**src/rtl/pfu_if.sv**
```systemverilog
// ============================================================================
// Module   : pfu_if
// Purpose  : Sample-stream bundle between the IFFT output and the power fix unit.
//            sat_cnt is present only when PFU_SAT_CNT_EN is defined.
// Revision : 1.0 - initial release
// ============================================================================
`default_nettype none

interface pfu_if #(
  parameter int DW_IN  = 12,
  parameter int DW_OUT = 16
);
  logic signed [DW_IN-1:0]  di_re;
  logic signed [DW_IN-1:0]  di_im;
  logic                     di_vld;
  logic                     sym_clr;
  logic signed [DW_OUT-1:0] do_re;
  logic signed [DW_OUT-1:0] do_im;
  logic                     do_vld;
  logic                     do_sop;
`ifdef PFU_SAT_CNT_EN
  logic [15:0]              sat_cnt;
`endif

  modport master (
    output di_re, di_im, di_vld, sym_clr,
    input  do_re, do_im, do_vld, do_sop
`ifdef PFU_SAT_CNT_EN
    , input sat_cnt
`endif
  );

  modport slave (
    input  di_re, di_im, di_vld, sym_clr,
    output do_re, do_im, do_vld, do_sop
`ifdef PFU_SAT_CNT_EN
    , output sat_cnt
`endif
  );
endinterface

`default_nettype wire

```
**src/rtl/pfu.sv**
```systemverilog
// ============================================================================
// Module   : pfu
// Purpose  : Power fix unit - scales each complex sample by 22.5 (x*45/2) with
//            round-half-up and saturation in a 3-stage shift-add pipeline, and
//            tags the first sample of each OFDM symbol.
//            Optional saturation counter enabled by macro PFU_SAT_CNT_EN.
// Revision : 1.0 - initial release
// ============================================================================
`default_nettype none

module pfu #(
  parameter int DW_IN  = 12,
  parameter int DW_OUT = 16,
  parameter int NFFT   = 64
) (
  input  logic clk,
  input  logic rst,
  pfu_if.slave bus
);

  localparam int              c_W        = DW_IN + 7;
  localparam int              c_IW       = $clog2(NFFT);
  localparam logic [c_IW-1:0] c_IDX_ZERO = '0;
  localparam logic [c_IW-1:0] c_IDX_ONE  = c_IW'(1);

  // ---------------------------------------------------------------- control
  logic [c_IW-1:0] r_idx;
  logic [c_IW-1:0] w_idx_nxt;
  logic            w_sop0;
  logic            r_v1;
  logic            r_v2;
  logic            r_sop1;
  logic            r_sop2;
  logic            r_do_vld;
  logic            r_do_sop;

  // sym_clr beats di_vld: the colliding sample becomes index 0, so the next is 1
  always_comb begin
    w_idx_nxt = r_idx;
    if (bus.sym_clr) begin
      w_idx_nxt = bus.di_vld ? c_IDX_ONE : c_IDX_ZERO;
    end else if (bus.di_vld) begin
      w_idx_nxt = r_idx + c_IDX_ONE;
    end
  end

  assign w_sop0 = bus.di_vld & ((r_idx == c_IDX_ZERO) | bus.sym_clr);

  always_ff @(posedge clk or posedge rst) begin
    if (rst) begin
      r_idx    <= '0;
      r_v1     <= 1'b0;
      r_v2     <= 1'b0;
      r_sop1   <= 1'b0;
      r_sop2   <= 1'b0;
      r_do_vld <= 1'b0;
      r_do_sop <= 1'b0;
    end else begin
      r_idx    <= w_idx_nxt;
      r_v1     <= bus.di_vld;
      r_v2     <= r_v1;
      r_sop1   <= w_sop0;
      r_sop2   <= r_sop1;
      r_do_vld <= r_v2;
      r_do_sop <= r_v2 & r_sop2;
    end
  end

  // --------------------------------------------------------------- datapath
  generate
    for (genvar g = 0; g < 2; g++) begin : g_lane
      logic signed [c_W-1:0]    w_xe;
      logic signed [c_W-1:0]    r_p1;
      logic signed [c_W-1:0]    r_p2;
      logic signed [c_W-1:0]    r_r;
      logic signed [DW_OUT-1:0] w_clip;
      logic signed [DW_OUT-1:0] r_out;
      logic                     w_ovf;

      assign w_xe = (g == 0) ? c_W'(bus.di_re) : c_W'(bus.di_im);

      if (c_W > DW_OUT) begin : g_clip
        // in range only when every bit above the output sign bit matches it
        assign w_ovf  = ~((&r_r[c_W-1:DW_OUT-1]) | ~(|r_r[c_W-1:DW_OUT-1]));
        assign w_clip = w_ovf ? (r_r[c_W-1] ? {1'b1, {(DW_OUT-1){1'b0}}}
                                            : {1'b0, {(DW_OUT-1){1'b1}}})
                              : r_r[DW_OUT-1:0];
      end else begin : g_noclip
        assign w_ovf  = 1'b0;
        assign w_clip = DW_OUT'(r_r);
      end

      always_ff @(posedge clk or posedge rst) begin
        if (rst) begin
          r_p1  <= '0;
          r_p2  <= '0;
          r_r   <= '0;
          r_out <= '0;
        end else begin
          r_p1 <= (w_xe <<< 5) + (w_xe <<< 3);
          r_p2 <= (w_xe <<< 2) + w_xe;
          r_r  <= (r_p1 + r_p2 + c_W'(1)) >>> 1;
          if (r_v2) begin
            r_out <= w_clip;
          end
        end
      end
    end
  endgenerate

  assign bus.do_re  = g_lane[0].r_out;
  assign bus.do_im  = g_lane[1].r_out;
  assign bus.do_vld = r_do_vld;
  assign bus.do_sop = r_do_sop;

`ifdef PFU_SAT_CNT_EN
  // ------------------------------------------------------ saturation counter
  logic [15:0] r_sat_cnt;
  logic [1:0]  w_sat_inc;
  logic [16:0] w_sat_sum;

  assign w_sat_inc = r_v2 ? ({1'b0, g_lane[0].w_ovf} + {1'b0, g_lane[1].w_ovf}) : 2'd0;
  assign w_sat_sum = {1'b0, r_sat_cnt} + {15'd0, w_sat_inc};

  always_ff @(posedge clk or posedge rst) begin
    if (rst) begin
      r_sat_cnt <= '0;
    end else if (bus.sym_clr) begin
      r_sat_cnt <= '0;
    end else begin
      r_sat_cnt <= w_sat_sum[16] ? 16'hFFFF : w_sat_sum[15:0];
    end
  end

  assign bus.sat_cnt = r_sat_cnt;
`endif

endmodule

`default_nettype wire
```
**src/flat_wrapper.sv**
```systemverilog
// flat-port wrapper written by rule: the top's interface ports become plain ports
module pfu_flat 
#(
  parameter int DW_IN  = 12,
  parameter int DW_OUT = 16,
  parameter int NFFT   = 64
)
  (clk, rst, bus_di_re, bus_di_im, bus_di_vld, bus_sym_clr, bus_do_re, bus_do_im, bus_do_vld, bus_do_sop);
  pfu_if #(.DW_IN(DW_IN), .DW_OUT(DW_OUT)) bus_i ();
  input  logic clk;
  input  logic rst;
  input wire logic [$bits(bus_i.di_re)-1:0] bus_di_re;
  input wire logic [$bits(bus_i.di_im)-1:0] bus_di_im;
  input wire logic [$bits(bus_i.di_vld)-1:0] bus_di_vld;
  input wire logic [$bits(bus_i.sym_clr)-1:0] bus_sym_clr;
  output wire logic [$bits(bus_i.do_re)-1:0] bus_do_re;
  output wire logic [$bits(bus_i.do_im)-1:0] bus_do_im;
  output wire logic [$bits(bus_i.do_vld)-1:0] bus_do_vld;
  output wire logic [$bits(bus_i.do_sop)-1:0] bus_do_sop;
  assign bus_i.di_re = bus_di_re;
  assign bus_i.di_im = bus_di_im;
  assign bus_i.di_vld = bus_di_vld;
  assign bus_i.sym_clr = bus_sym_clr;
  assign bus_do_re = bus_i.do_re;
  assign bus_do_im = bus_i.do_im;
  assign bus_do_vld = bus_i.do_vld;
  assign bus_do_sop = bus_i.do_sop;
  pfu #(.DW_IN(DW_IN), .DW_OUT(DW_OUT), .NFFT(NFFT)) u_core (.clk(clk), .rst(rst), .bus(bus_i));
endmodule
```
**config.mk**
```make
export PLATFORM = sky130hd
export DESIGN_NAME = pfu_flat
export DESIGN_NICKNAME = d
export VERILOG_FILES = /design/src/rtl/pfu_if.sv /design/src/rtl/pfu.sv /design/src/flat_wrapper.sv
export SDC_FILE = /design/constraint.sdc
export NUM_CORES = 1
export LEC_CHECK = 0
export CAP_MARGIN = 5
export CORE_UTILIZATION = 35
export DETAILED_ROUTE_END_ITERATION = 8
export GPL_TIMING_DRIVEN = 1
export HOLD_SLACK_MARGIN = 0.03
export PLACE_DENSITY_LB_ADDON = 0.08
export SLEW_MARGIN = 30
export SYNTH_ARGS = -nofsm -noshare
export SYNTH_HDL_FRONTEND = slang
export SYNTH_SLANG_ARGS = --single-unit
```
**constraint.sdc**
```tcl
create_clock -name clk -period 3.1 [get_ports clk]
set_input_delay 0.31 -clock clk [delete_from_list [all_inputs] [get_ports clk]]
set_output_delay 0.31 -clock clk [all_outputs]
set_load 0.02 [all_outputs]
```
==> flow_metrics.py <==
metrics = {
    "global_route": {
        "track_usage": 0.144,
        "grt_first_pass_wirelength_mm": 20.2,
        "grt_use_met3": 0.0246,
        "grt-ovfl-total": 0,
        "antenna_found_initial": 0,
        "use_met1": 0.209,
        "grt_pass1_vias": 4182,
        "grt_util_met2": 0.209,
        "grt_most_used_layer": "met2",
        "grt_max_degree": 49,
    },
    "floorplan": {
        "start_util": 0.358,
        "design.die.area_sq_um": 17400,
        "die_x_um": 132,
        "fp.coreArea_sq_um": 16500,
        "die_h_um": 132,
        "io_pins": 62,
        "rows": 47,
    },
    "placement": {
        "placed_area_sq_um": 6810,
        "portBuffers": 61,
        "dp_hpwl_mm": 9.05,
        "place_inst": 843,
        "place_ws_ns": 0.607,
        "gp_congestion": 0.847,
    },
    "timing": {
        "final.setup_skew_ns": 0.0100,
        "worst_pin_slew_ns": 0.865,
        "hold_viol": 0,
        "fmax_mhz": 472,
        "setup_viol": 0,
        "worst_slack_ns": 0.980,
        "setup_tns_ns": 0,
        "min_period_ns": 2.12,
        "slew_violations": 0,
        "max_slew_margin": 0.421,
        "whs_ns": 0.350,
        "post-route-period-util": 0.684,
        "rsz0062_at_grt": "false",
    },
    "clocking": {
        "post_cts_buffers": 0,
        "cts_buffer_depth": 2,
        "root_buffer": "clkbuf_16",
        "path_clk_slew_ns": 0.07,
        "hold_buffers": 0,
        "ctsResizeCount": 0,
        "h-tree-depth": 3,
        "cts_tree": "yes",
        "cts.sinks": 110,
        "insertion_delay_ns": 0.36,
        "numCtsBuffers": 9,
    },
    "detailed_routing": {
        "wirelength_mm": 11.8,
        "drc_errors": 0,
        "vias_per_cell": 4.94,
        "drtAntennaViolNets": 0,
        "wl_per_cell_um": 13.7,
        "drt_first_pass_iters": 4,
        "via_count": 4244,
        "first_iter_violations": 200,
    },
    "pwr": {
        "powerDensity_nw_per_um2": 747,
        "leakage_nw": 3.09,
        "ir_drop_mv": 0.252,
        "power_mw": 5.33,
    },
    "status": {
        "outcome": "finished, final reports clean",
    },
    "synth": {
        "synth.net_count": 655,
        "synth-seq-cells": 110,
        "synth_edf_count": 0,
        "synth.distinct_cells": 54,
        "syn_area_per_cell_sq_um": 10.4,
        "synth_top_flop_cell": "dfrtp_1",
        "synthArstFlopShare": 1.00,
        "synthCells": 571,
        "netlist_area_sq_um": 5920,
        "seq_area_frac_synth": 0.465,
        "ys_warn_count": 0,
    },
    "finish": {
        "register_area_sq_um": 2750,
        "fin_nets": 718,
        "num-fill-cells": 1588,
        "final_core_util": 0.432,
        "layout_common_cells": "dfrtp_1, clkdlybuf4s50_1, ha_1, inv_1",
        "final_common_cell": "dfrtp_1",
        "area_delta_synth_final_pct": 20.6,
        "multiInputGateArea_sq_um": 2940,
        "final_cell_area_sq_um": 7140,
        "stdcell_count": 859,
        "n_antenna_cell": 0,
        "drive_gt1_frac": 0.0548,
    },
    "min_path": {
        "hp-class": "reg -> reg",
        "hold_start": "u_core.r_sop1",
    },
    "setup_path": {
        "crit_required_ns": 3.32,
        "cp-end-kind": "flip-flop",
        "critPathMaxFanout": 2,
        "path_class": "in -> reg",
        "startpoint": "bus_di_im[0]",
        "cp-start-kind": "input port",
        "r2r-start": "u_core.g_lane[1].r_p1[7]",
        "arrival_ns": 2.35,
    },
    "run": {
        "drv_cap": 0,
    },
}
area by class of cell:
class,count,share of cell area
tap,220,0.0385
inverter,48,0.0258
clock inverter,5,0.0124
sequential,110,0.385
timing repair buffer,66,0.0925
multi-input combinational,399,0.411
clock buffer,11,0.0340
sequential cells by signal, summed over array words and instances (netlist names):
name and count:
u_core.r_sop2 1, u_core.g_lane.r_r 36, u_core.r_v2 1, u_core.g_lane.r_p1 15, u_core.r_sop1 1, u_core.r_v1 1
u_core.g_lane.r_p2 15, u_core.bus.do_re 16, u_core.bus.do_vld 1, u_core.r_idx 6, u_core.bus.do_sop 1, u_core.bus.do_im 16
cell families (layout without fill, tap and decap cells):
| kind of cell | Yosys count | after routing | synth area share |
|---|---|---|---|
| AND/OR/NAND/NOR | 112 | 112 | 0.0868 |
| multiplexers | 5 | 5 | 0.00887 |
| XOR/XNOR | 47 | 47 | 0.0695 |
| AO/OA/AOI/OAI | 179 | 179 | 0.210 |
| buffers and inverters | 62 | 130 | 0.0395 |
| flip-flops | 110 | 110 | 0.465 |
| adder cells (fa/ha/maj) | 56 | 56 | 0.121 |
final timing paths:
path | endpoint | slack (ns) | cells past startpoint
min in group asynchronous | u_core.bus.do_im[5] | 0.40 | 2
setup reg to reg | u_core.g_lane[1].r_r[16] | 1.04 | 6
setup / recovery | u_core.g_lane[1].r_p1[15] | 0.98 | 8
max in group asynchronous | u_core.bus.do_re[2] | 1.93 | 3
hold / removal | u_core.r_sop2 | 0.35 | 0
hold reg to reg | u_core.r_sop2 | 0.35 | 0
cells in the mapped netlist (3+ instances only):
cell type | instances | share of area
dfrtp_1 | 110 | 0.46
ha_1 | 54 | 0.11
inv_1 | 48 | 0.030
nor2_1 | 39 | 0.025
o21ai_0 | 39 | 0.033
o211ai_1 | 36 | 0.046
xnor2_1 | 29 | 0.043
a21oi_1 | 28 | 0.024
nand2_1 | 28 | 0.018
xor2_1 | 18 | 0.027
a21o_1 | 12 | 0.015
nand3_1 | 11 | 0.0093
clkbuf_1 | 10 | 0.0063
o21ai_1 | 9 | 0.0076
o21a_1 | 8 | 0.010
a31oi_1 | 7 | 0.0074
nor3_1 | 7 | 0.0059
nand2b_1 | 6 | 0.0063
nand4_1 | 6 | 0.0063
nor4_1 | 5 | 0.0053
a31o_1 | 4 | 0.0059
a211oi_1 | 3 | 0.0038
a211oi_2 | 3 | 0.0063
buf_1 | 3 | 0.0019
mux2i_1 | 3 | 0.0051
o21bai_1 | 3 | 0.0038
o311a_1 | 3 | 0.0051
o311ai_1 | 3 | 0.0044
critical path: stages:
cell and delay [ns]:
clkdlybuf4s50_1 0.44, ha_1 0.24, fa_1 0.41, a21o_1 0.19
a211oi_1 0.31, o21a_1 0.20, or2_1 0.14, o311ai_1 0.11
where the power goes:
group | leakage [nW] | total, mW | switching [mW] | internal (mW)
logic | 1.61 | 2.04 | 1.14 | 0.900
registers | 1.32 | 2.02 | 0.196 | 1.83
clock network | 0.163 | 1.27 | 0.527 | 0.742
layer usage:
layer | up-vias | wire (um)
met2 | 87 | 4910
met5 | - | 0
met3 | 13 | 440
met1 | 1950 | 6190
met4 | 0 | 239
li1 | 2194 | -
(Power assumes the default switching activity.)
